[src/rtl/fifo_word_serializer_pkg.sv]
// Shared constants and state type for the 44-bit word FIFO read side and its serializer.
package fifo_word_serializer_pkg;

  localparam int WORD_W = 44;
  localparam int BEAT_W = 11;
  localparam int BEATS  = WORD_W / BEAT_W;
  localparam int BIDX_W = (BEATS > 1) ? $clog2(BEATS) : 1;

  typedef enum logic {
    IDLE = 1'b0,
    SEND = 1'b1
  } state_e;

endpackage

[src/rtl/fifo_word_serializer.sv]
// Pops words from the show-ahead FIFO and streams them out as BEATS narrow beats
// on a valid/ready interface, tagging the first and last beat of each word.
module fifo_word_serializer
  import fifo_word_serializer_pkg::*;
#(
  parameter int WORD_W    = fifo_word_serializer_pkg::WORD_W,
  parameter int BEAT_W    = fifo_word_serializer_pkg::BEAT_W,
  parameter bit MSB_FIRST = 1'b1,
  parameter int CNT_W     = 16
) (
  input  logic              clk,
  input  logic              rstp,
  input  logic [WORD_W-1:0] fifo_data,
  input  logic              fifo_empty,
  output logic              fifo_rd,
  output logic [BEAT_W-1:0] out_data,
  output logic              out_valid,
  input  logic              out_ready,
  output logic              out_first,
  output logic              out_last,
  output logic              busy,
  output logic [CNT_W-1:0]  word_cnt
);

  localparam int BEATS = WORD_W / BEAT_W;
  localparam int BIDX_W = (BEATS > 1) ? $clog2(BEATS) : 1;
  localparam logic [BIDX_W-1:0] LAST_IDX = BIDX_W'(BEATS - 1);

  if (WORD_W % BEAT_W != 0) begin : g_bad_width
    $error("fifo_word_serializer: WORD_W must be a multiple of BEAT_W");
  end

  state_e              state_q, state_d;
  logic [WORD_W-1:0]   shreg_q, shreg_d;
  logic [BIDX_W-1:0]   beat_idx_q, beat_idx_d;
  logic [CNT_W-1:0]    word_cnt_q;
  logic                out_valid_q, out_first_q, out_last_q;
  logic                accept, last_accept, pop;

  assign accept      = (state_q == SEND) && out_ready;
  assign last_accept = accept && (beat_idx_q == LAST_IDX);
  // The next word is popped on the last-beat accept so consecutive words have no bubble.
  assign pop         = !rstp && !fifo_empty && ((state_q == IDLE) || last_accept);

  always_comb begin
    state_d    = state_q;
    shreg_d    = shreg_q;
    beat_idx_d = beat_idx_q;
    if (pop) begin
      state_d    = SEND;
      shreg_d    = fifo_data;
      beat_idx_d = '0;
    end else if (last_accept) begin
      state_d    = IDLE;
      shreg_d    = '0;
      beat_idx_d = '0;
    end else if (accept) begin
      shreg_d    = MSB_FIRST ? (shreg_q << BEAT_W) : (shreg_q >> BEAT_W);
      beat_idx_d = beat_idx_q + 1'b1;
    end
  end

  always_ff @(posedge clk or posedge rstp) begin
    if (rstp) shreg_q <= '0;
    else      shreg_q <= shreg_d;
  end

  always_ff @(posedge clk or posedge rstp) begin
    if (rstp) beat_idx_q <= '0;
    else      beat_idx_q <= beat_idx_d;
  end

  always_ff @(posedge clk or posedge rstp) begin
    if (rstp) begin
      state_q     <= IDLE;
      out_valid_q <= 1'b0;
      out_first_q <= 1'b0;
      out_last_q  <= 1'b0;
    end else begin
      state_q     <= state_d;
      out_valid_q <= (state_d == SEND);
      out_first_q <= (state_d == SEND) && (beat_idx_d == '0);
      out_last_q  <= (state_d == SEND) && (beat_idx_d == LAST_IDX);
    end
  end

  always_ff @(posedge clk or posedge rstp) begin
    if (rstp)             word_cnt_q <= '0;
    else if (last_accept) word_cnt_q <= word_cnt_q + 1'b1;
  end

  assign fifo_rd   = pop;
  assign out_data  = MSB_FIRST ? shreg_q[WORD_W-1 -: BEAT_W] : shreg_q[BEAT_W-1:0];
  assign out_valid = out_valid_q;
  assign out_first = out_first_q;
  assign out_last  = out_last_q;
  assign busy      = out_valid_q;
  assign word_cnt  = word_cnt_q;

endmodule

[config.mk]
export PLATFORM = sky130hd
export DESIGN_NAME = fifo_word_serializer
export DESIGN_NICKNAME = d
export VERILOG_FILES = /design/src/rtl/fifo_word_serializer_pkg.sv /design/src/rtl/fifo_word_serializer.sv
export SDC_FILE = /design/constraint.sdc
export NUM_CORES = 1
export LEC_CHECK = 0
export ABC_AREA = 1
export CORE_ASPECT_RATIO = 0.5
export CORE_MARGIN = 4
export CORE_UTILIZATION = 44
export DETAILED_ROUTE_END_ITERATION = 16
export PLACE_DENSITY = 0.81
export SLEW_MARGIN = 5
export SYNTH_ARGS = -nofsm -noshare
export SYNTH_HDL_FRONTEND = slang
export SYNTH_SLANG_ARGS = --single-unit
[constraint.sdc]
create_clock -name clk -period 2.1 [get_ports clk]
set_input_delay 0.42 -clock clk [delete_from_list [all_inputs] [get_ports clk]]
set_output_delay 0.42 -clock clk [all_outputs]
set_load 0.05 [all_outputs]
==> impl_results.md <==
- Outcome: completed
- GR Util All Layers: 16.10%
- Number of H-tree levels: 3
- Fin. max-slew vios: 0
- DIE AREA: 8535 um^2
- Slowest cell on the critical path: clkdlybuf4s50_1
- Synth async-reset ratio: 100.0%
- Final ANT Viol Nets: 0
- CP Capture Type: output pin
- Slew margin rel.: 65.97%
- LEAKAGE: 2.093 nW
- Worst path cell trace: clkdlybuf4s50_1
- Final setup margin: 0.1052 ns
- Clock period minus worst slack: 1.995 ns
- Placed Area: 3877 um^2
- CP Max Fanout: 4
- Antenna violations before repair: 0
- Post-DP HPWL: 4543 um
- Chip height: 67.36 um
- PwrDens: 1268 nW/um^2
- Routed WL: 6517 um
- Cts repair resizes: 0
- Final clock skew: 0.003941 ns
- Layout cells sized above 1: 12.62%
- Vias: 2434
- Max Clock Freq: 501.3 MHz
- Main flop type after synthesis: dfrtp_1
- Post-route insts no fill: 520
- CTS tree: done
- Detailed-route wire length per cell: 12.53 um
- Fin Setup TNS: 0 ns
- Die width: 126.7 um
- P&R area growth vs syn: 34.71%
- Clock Tree Root: clkbuf_16
- GP Congestion: 0.7879
- Hold-fix buffers at CTS: 0
- DRT iter0 DRCs: 125
- First-pass GRT wire length: 10720 um
- FILL cells: 584
- Largest net degree at the start of global routing: 54
- Post-Synthesis Net Count: 403
- Post-place setup slack: 0.2130 ns
- Worst setup SP type: flip-flop
- Placed cells: 506
- RSZ-0062 raised after global routing: no
- Tcrit/Tclk final: 94.99%
- Critical path class: reg2out
- Vias in the first global route: 2316
- Overall power: 5.298 mW
- DRC viols: 0
- Register bit count reported by yosys: 65
- Nets: 475
- Hold Fails Final Rpt: 0
- Avg Cell Area, Syn: 8.783 um^2
- Worst slew pin tran: 0.5089 ns
- Core outline area: 6753 um^2
- Synth unique cells: 24
- Hold WC Path Type: in2async
- Worst skew pair latency: 0.32 ns
- Max incr delay on CP: 0.84 ns
- Buffer count from post-CTS setup fixing: 0
- Synth Warn #: 0
- Max Root-Sink Buffers: 2
- Crit-path leading delay family: buffers and inverters
- Vias per cell: 4.681
- Top-level I/O count: 80
- CTS Buf Count: 9
- Port Buf Inserts: 79
- Critical path data arrival time: 1.57 ns
- Grt ovf: 0
- CTS Sinks: 65
- Buf+Inv Stages, Crit Path: 1
- Post-synth EDFFs: 0
- Starting density of the core: 45.91%
- FP Rows: 21
- Register area share after synthesis: 52.46%
- Mapped cell area: 3100 um^2
- Worst vdd ir: 0.5468 mV
- Post-Syn Instances: 353
- CP required: 1.68 ns
- Antenna cells: 0
- MaxCap Viol Count: 0
- First drt pass iteration count: 4
- Clk slew on worst S/H paths: 0.05 ns
- Setup violators final: 0
- Final Cell Area: 4177 um^2
-- worst paths after layout --
| check | from | to | slack (ns) | cells after the start |
|---|---|---|---|---|
| min in group clk | shreg_q[7] | shreg_q[7] | 0.47 | 2 |
| worst max register to register | beat_idx_q[0] | shreg_q[18] | 0.45 | 8 |
| worst min register to register | shreg_q[7] | shreg_q[7] | 0.47 | 2 |
| worst max-delay path | word_cnt[9] | word_cnt[9] | 0.11 | 1 |
| max in group asynchronous | rstp | shreg_q[36] | 1.14 | 3 |
| worst min-delay path | rstp | busy | 0.41 | 2 |
-- through the flow --
step	hold WS, ns	util (%)
final	0.4086	61.85
after detailed placement	0.4621	57.42
after global placement	0.4552	57.42
after global routing	0.4504	61.85
after floorplan	0.4422	-
after CTS	0.4061	61.85
-- kinds of logic after synthesis --
family	synth area share [%]
xor+xnor	3.107
buf+inv	8.918
compound gates	0.4438
fa+ha+maj	0.8070
simple gates	34.26
flops	52.46
-- sequential cells by signal, indices dropped and copies added (netlist names) --
| name | count |
|---|---|
| busy | 1 |
| shreg_q | 44 |
| word_cnt | 16 |
| beat_idx_q | 2 |
| out_last | 1 |
| out_first | 1 |
-- layout by cell type (no fill, tap or decap), types with 5 or more instances in the layout --
cell type	instances
buf_4	5
clkbuf_16	9
inv_1	16
nand2_1	149
nand3_2	9
dfrtp_1	65
xor2_1	7
nand3_1	33
nor2_1	12
nand2_2	14
clkdlybuf4s50_1	76
-- routing by layer --
layer,share of wire (%),GRT usage [%],vias up
met4,1.2,6.283,0
met3,4.1,4.897,8
met5,0,0,-
met1,46,20.32,1151
met2,48,26.51,43
li1,-,-,1232
-- report_power, final --
part	leakage [nW]	internal (mW)	total (mW)	switching, mW
combinational	1.10	0.675	1.89	1.22
sequential	0.848	1.63	1.89	0.260
clock	0.148	1.02	1.52	0.495
-- cell usage after synthesis, types with 2 or more instances --
library cell  instances  share of area, %
buf_4                14               3.4
xnor2_1               4               1.1
xor2_1                7               2.0
nor2_4                3               1.1
nand3_2               9               2.9
nor3_1                3              0.48
nand3_1              33               5.3
ha_1                  2              0.81
buf_2                 2              0.32
nand2_2              14               2.8
nand2_1             149                18
inv_1                17               2.1
buf_6                 6               2.2
dfrtp_1              65                52
nand4_1               3              0.61
inv_4                 2              0.40
nand2_4               2              0.73
nor2_1               12               1.5
-- area by class of cell --
cell class                      instances  area (um^2)  share of cell area (%)
Clock buffer                           10        229.0                   5.482
Clock inverter                          4        70.07                   1.678
Inverter                               20        80.08                   1.917
Multi-Input combinational cell        245         1197                   28.67
Sequential cell                        65         1627                   38.95
Tap cell                               92        115.1                   2.756
Timing Repair Buffer                   84        858.3                   20.55
Note: power is estimated with default switching activity, not from simulation.
